[src/rtl/sync_rx_frame_ctrl.sv]
// Serial frame receiver: syncs data_clk/data_point/Enable, shifts MSB-first frames, pulses valid/err.
// Latency: frame_valid 4 clk edges after the last data_clk pin rise. No backpressure: pulses are one-shot.
// Optional PARITY_CHECK_EN appends an even-parity bit to each frame and rejects bad parity.
module sync_rx_frame_ctrl #(
    parameter int FRAME_BITS = 8,
    parameter int TIMEOUT    = 64,
    parameter int CNT_W      = 8
) (
    input  logic                  clk,
    input  logic                  rst,
    input  logic                  data_clk,
    input  logic                  data_point,
    input  logic                  Enable,
    output logic [FRAME_BITS-1:0] frame_data,
    output logic                  frame_valid,
    output logic                  busy,
    output logic                  frame_err,
    output logic [CNT_W-1:0]      frame_count
);

`ifdef PARITY_CHECK_EN
    localparam int FRAME_LEN = FRAME_BITS + 1;
`else
    localparam int FRAME_LEN = FRAME_BITS;
`endif
    localparam int BW = $clog2(FRAME_LEN + 1);
    localparam int TW = $clog2(TIMEOUT);
    localparam logic [BW-1:0] LAST_CNT = BW'(FRAME_LEN - 1);
    // The timer value whose increment would reach TIMEOUT-1
    localparam logic [TW-1:0] TO_LAST  = TW'(TIMEOUT - 2);

    localparam logic [1:0] ST_IDLE  = 2'd0;
    localparam logic [1:0] ST_SHIFT = 2'd1;
    localparam logic [1:0] ST_DONE  = 2'd2;
    localparam logic [1:0] ST_ERR   = 2'd3;

    logic dclk_s1_q, dclk_s2_q, dclk_s3_q;
    logic dp_s1_q, dp_s2_q;
    logic en_s1_q, en_s2_q;

    logic [1:0]            state_q, state_d;
    logic [FRAME_LEN-1:0]  shreg_q, shreg_d;
    logic [BW-1:0]         bit_cnt_q, bit_cnt_d;
    logic [TW-1:0]         timer_q, timer_d;
    logic [FRAME_BITS-1:0] frame_data_q;
    logic [CNT_W-1:0]      frame_count_q;
    logic                  frame_valid_q, frame_err_q;

    logic dclk_rise, take, parity_bad;

    always_ff @(posedge clk or negedge rst) begin
        if (!rst) begin
            dclk_s1_q <= 1'b0;
            dclk_s2_q <= 1'b0;
            dclk_s3_q <= 1'b0;
            dp_s1_q   <= 1'b0;
            dp_s2_q   <= 1'b0;
            en_s1_q   <= 1'b0;
            en_s2_q   <= 1'b0;
        end else begin
            dclk_s1_q <= data_clk;
            dclk_s2_q <= dclk_s1_q;
            dclk_s3_q <= dclk_s2_q;
            dp_s1_q   <= data_point;
            dp_s2_q   <= dp_s1_q;
            en_s1_q   <= Enable;
            en_s2_q   <= en_s1_q;
        end
    end

    assign dclk_rise = dclk_s2_q & ~dclk_s3_q;
    assign take      = dclk_rise & en_s2_q;

`ifdef PARITY_CHECK_EN
    assign parity_bad = ^{shreg_q[FRAME_BITS-1:0], dp_s2_q};
`else
    assign parity_bad = 1'b0;
`endif

    always_comb begin
        state_d   = state_q;
        shreg_d   = shreg_q;
        bit_cnt_d = bit_cnt_q;
        timer_d   = timer_q;
        case (state_q)
            ST_IDLE, ST_DONE: begin
                state_d = ST_IDLE;
                if (take) begin
                    shreg_d   = {{(FRAME_LEN-1){1'b0}}, dp_s2_q};
                    bit_cnt_d = BW'(1);
                    timer_d   = '0;
                    state_d   = ST_SHIFT;
                end
            end
            ST_SHIFT: begin
                // Enable loss wins over a coincident data_clk rise
                if (!en_s2_q) begin
                    state_d = ST_ERR;
                end else if (dclk_rise) begin
                    shreg_d   = {shreg_q[FRAME_LEN-2:0], dp_s2_q};
                    bit_cnt_d = bit_cnt_q + 1'b1;
                    timer_d   = '0;
                    if (bit_cnt_q == LAST_CNT)
                        state_d = parity_bad ? ST_ERR : ST_DONE;
                end else if (timer_q == TO_LAST) begin
                    state_d = ST_ERR;
                end else begin
                    timer_d = timer_q + 1'b1;
                end
            end
            default: begin
                shreg_d   = '0;
                bit_cnt_d = '0;
                timer_d   = '0;
                state_d   = ST_IDLE;
            end
        endcase
    end

    always_ff @(posedge clk or negedge rst) begin
        if (!rst) begin
            state_q       <= ST_IDLE;
            shreg_q       <= '0;
            bit_cnt_q     <= '0;
            timer_q       <= '0;
            frame_data_q  <= '0;
            frame_count_q <= '0;
            frame_valid_q <= 1'b0;
            frame_err_q   <= 1'b0;
        end else begin
            state_q       <= state_d;
            shreg_q       <= shreg_d;
            bit_cnt_q     <= bit_cnt_d;
            timer_q       <= timer_d;
            frame_valid_q <= (state_q == ST_DONE);
            frame_err_q   <= (state_q == ST_ERR);
            if (state_q == ST_DONE) begin
                frame_data_q  <= shreg_q[FRAME_LEN-1 -: FRAME_BITS];
                frame_count_q <= frame_count_q + 1'b1;
            end
        end
    end

    assign frame_data  = frame_data_q;
    assign frame_count = frame_count_q;
    assign frame_valid = frame_valid_q;
    assign frame_err   = frame_err_q;
    assign busy        = (state_q == ST_SHIFT);

endmodule

[config.mk]
export PLATFORM = sky130hd
export DESIGN_NAME = sync_rx_frame_ctrl
export DESIGN_NICKNAME = d
export VERILOG_FILES = /design/src/rtl/sync_rx_frame_ctrl.sv
export SDC_FILE = /design/constraint.sdc
export NUM_CORES = 1
export LEC_CHECK = 0
export CAP_MARGIN = 20
export CORE_UTILIZATION = 49
export CTS_CLUSTER_DIAMETER = 120
export DETAILED_ROUTE_END_ITERATION = 7
export PLACE_DENSITY_LB_ADDON = 0.15
export SLEW_MARGIN = 20
export SYNTH_ARGS = -nofsm -noshare
export SYNTH_HDL_FRONTEND = slang
export SYNTH_SLANG_ARGS = --single-unit
[constraint.sdc]
create_clock -name clk -period 1.6 [get_ports clk]
set_input_delay 0.24 -clock clk [delete_from_list [all_inputs] [get_ports clk]]
set_output_delay 0.24 -clock clk [all_outputs]
set_load 0.1 [all_outputs]
==> flow_summary.toml <==
[floorplan]
core_um2 = 3744
rows = 22
die_width_um = 65.06
dieArea_um2 = 4232
start_util_pct = 52.04
ios = 24
die_h_um = 65.06

[final_layout]
multiInputGateArea_um2 = 784.5
layoutNonFillerInstCount = 268
final_nets = 228
drive_gt1_share_pct = 27.27
regArea_um2 = 1134
areaGrowthSynthToFinish_pct = 33.65
fillers = 297
num_antenna_cells = 0

[synthesis]
post_synth_num_cell_types = 40
synth.top_cell.area_share_pct = 57.80
syn_nets = 194
ys_ff_latch = 45
ys_seq_area_share_pct = 57.80
yosysWarnings = 0
synth_edf_count = 0
synth_area_leader_cell = "dfrtp_1"
ys.flop_type = "dfrtp_1"
async_reset_ff_share_pct = 100.0
synthTopCellsByArea = "dfrtp_1 (58%), nand2_1 (9.2%), a22oi_1 (3.1%)"
avgSynthCellArea_um2 = 10.53
netlist_area_um2 = 1948
syn_inst = 185

[global_route]
grt_pass1_wl_um = 6817
grt_usage_pct = 21.47
overflow = 0
grt_max_degree = 46
antenna_found_initial = 0
grt_pass1_vias = 1495

[setup_path]
start_kind = "flip-flop"
cp_cell_sequence = "inv_2 -> ha_4 -> and2_4 -> a2111oi_4 -> a41oi_1 -> a31oi_1"
cpPeakStageDelay_ns = 0.41
crit_type = "flip-flop to flip-flop"
end_kind = "flip-flop"
arrival_ns = 1.79
crit_family = "compound AO/OA/AOI/OAI gates"
cp_max_fo = 4
crit_buf_inv = 1
cp.required_ns = 1.83
cp_slowest_cell = "a2111oi_4"
r2r_setup_slack_ns = 0.03

[run_status]
outcome = "complete, no violations"

[routing]
viasPerCell = 5.493
wl_um = 4011
wire_per_inst_um = 14.97
first_pass_iters = 4
drc = 0
detail-route-antenna-nets = 0
vias = 1472
drtIter0Drc = 68

[timing]
final_hold_viol_count = 0
drv_slew = 0
rsz0062_at_grt = "true"
holdWs_ns = 0.0001060
finalSetupViolCount = 0
maxSlewHeadroom_pct = 63.08
layout_setup_ws_ns = 0.03172
worstMarginPinSlew_ns = 0.5521
finClkSkew_ns = 0.01251
timing.fmax_mhz = 637.6
fin_crit_ns = 1.568
period_share_pct = 98.02

[clock_tree]
clk_pin_slew_worst_paths_ns = 0.08
cts_sinks = 45
cts_buffers = 5
ctsLongestPathBuffers = 2
clk_latency_ns = 0.30
cts_tree = "yes"
postCtsHoldBufs = 0
root_buffer = "clkbuf_8"
h-tree-depth = 2

[power]
finalPower_mw = 5.921
p_per_area_nw_per_um2 = 2274
peakVddDrop_uv = 1084
power_leakage_nw = 1.183

[place]
place_ws_ns = -0.005914
port_buffers = 23
place_inst = 259
dp_hpwl_um = 2725
gpl.final_weighted_congestion = 0.8165

[job]
cap_violations = 0

[hold_path]
hp-class = "input port to async pin"
-- stage by stage --
step	cell area [um2]	setup TNS, ns	utilization, %
floorplan	1954	0	-
finish	2604	0	69.55
global route	2604	-0.1899	69.55
global placement	2474	0	66.08
CTS	2575	0	68.78
detailed placement	2474	-0.009360	66.08
-- power breakdown --
part / internal, mW / switching [mW] / leakage, nW / total [mW]
Clock: 0.391 / 0.382 / 0.0542 / 0.772
Sequential: 1.51 / 0.411 / 0.551 / 1.92
Combinational: 1.20 / 2.03 / 0.577 / 3.23
-- routing by layer --
layer | up-vias | part of all wire (%) | GRT usage, %
met4 | 0 | 1.4 | 9.239
met5 | - | 0 | 0
li1 | 699 | - | -
met2 | 35 | 52 | 35.81
met3 | 7 | 3.8 | 4.930
met1 | 731 | 43 | 26.59
-- sequential cells by signal (all words and copies together) (netlist names) --
name	count
bit_cnt_q	4
dclk_s2_q	1
en_s1_q	1
state_q	2
en_s2_q	1
dclk_s3_q	1
dclk_s1_q	1
timer_q	6
frame_count	8
frame_err	1
shreg_q	8
frame_valid	1
frame_data	8
dp_s2_q	1
dp_s1_q	1
-- worst register-to-register path, delay by kind of cell (launching register included) --
family                     cells  cell delay (ns)
and+or+nand+nor                1             0.14
DFF                            1             0.38
AOI/OAI and AO/OA              3             0.76
buffers and inverters          1             0.06
adders and majority gates      1             0.15
-- synthesized netlist by cell type, drive strengths merged, types with 2 or more instances --
library cell	instances
dfrtp	45
nand2	48
buf	5
a211oi	2
and2	3
o21ai	11
mux2	2
nor2	5
nand2b	2
a21oi	4
nand3	8
ha	4
inv	5
xnor2	5
a22oi	8
a31oi	4
xor2	2
a41oi	3
clkbuf	3
nor3	4
-- layout by cell type (no fill, tap or decap), types with 4 or more instances in the layout --
master    count
nor3_1        4
buf_12       19
a21oi_1       4
dfrtp_2       6
a22oi_1       8
xnor2_1       5
nand2_1      48
clkbuf_8      7
dfrtp_1      39
nor2_1        4
buf_4        12
nand3_1       7
a31oi_1       4
o21ai_1       8
-- cell families (layout without fill, tap and decap cells) --
family	after synthesis	after routing	share of synthesized area (%)
flip-flops	45	45	57.80
multiplexers	2	2	1.156
AND/OR/NAND/NOR	78	78	19.08
AO/OA/AOI/OAI	36	36	13.29
XOR/XNOR	7	7	3.147
buffers and inverters	13	48	2.954
adder cells (fa/ha/maj)	4	4	2.569
-- worst paths after layout --
path	startpoint	to	cells past startpoint
worst min-delay path	rst	timer_q[3]	2
min in group clk	en_s1_q	en_s2_q	0
worst max-delay path	timer_q[0]	timer_q[3]	6
worst min register to register	en_s1_q	en_s2_q	0
max in group asynchronous	rst	frame_count[1]	2
worst max register to register	timer_q[0]	timer_q[3]	6
-- layout make-up --
type,count,share of cell area (%)
clock buffers,7,3.700
repair buffers,35,19.41
clock inverters,1,0.1922
flip-flops and latches,45,43.54
multi-input cells,127,30.13
inverters,5,0.7208
well taps,48,2.307
-- timing repair --
item                                    in CTS  in global routing
setup buffers                                0                  1
endpoints found under the setup margin       3                  4
pin swaps                                    1                  1
gates resized for setup                      0                  5
Power figures use the tool's default switching activity.
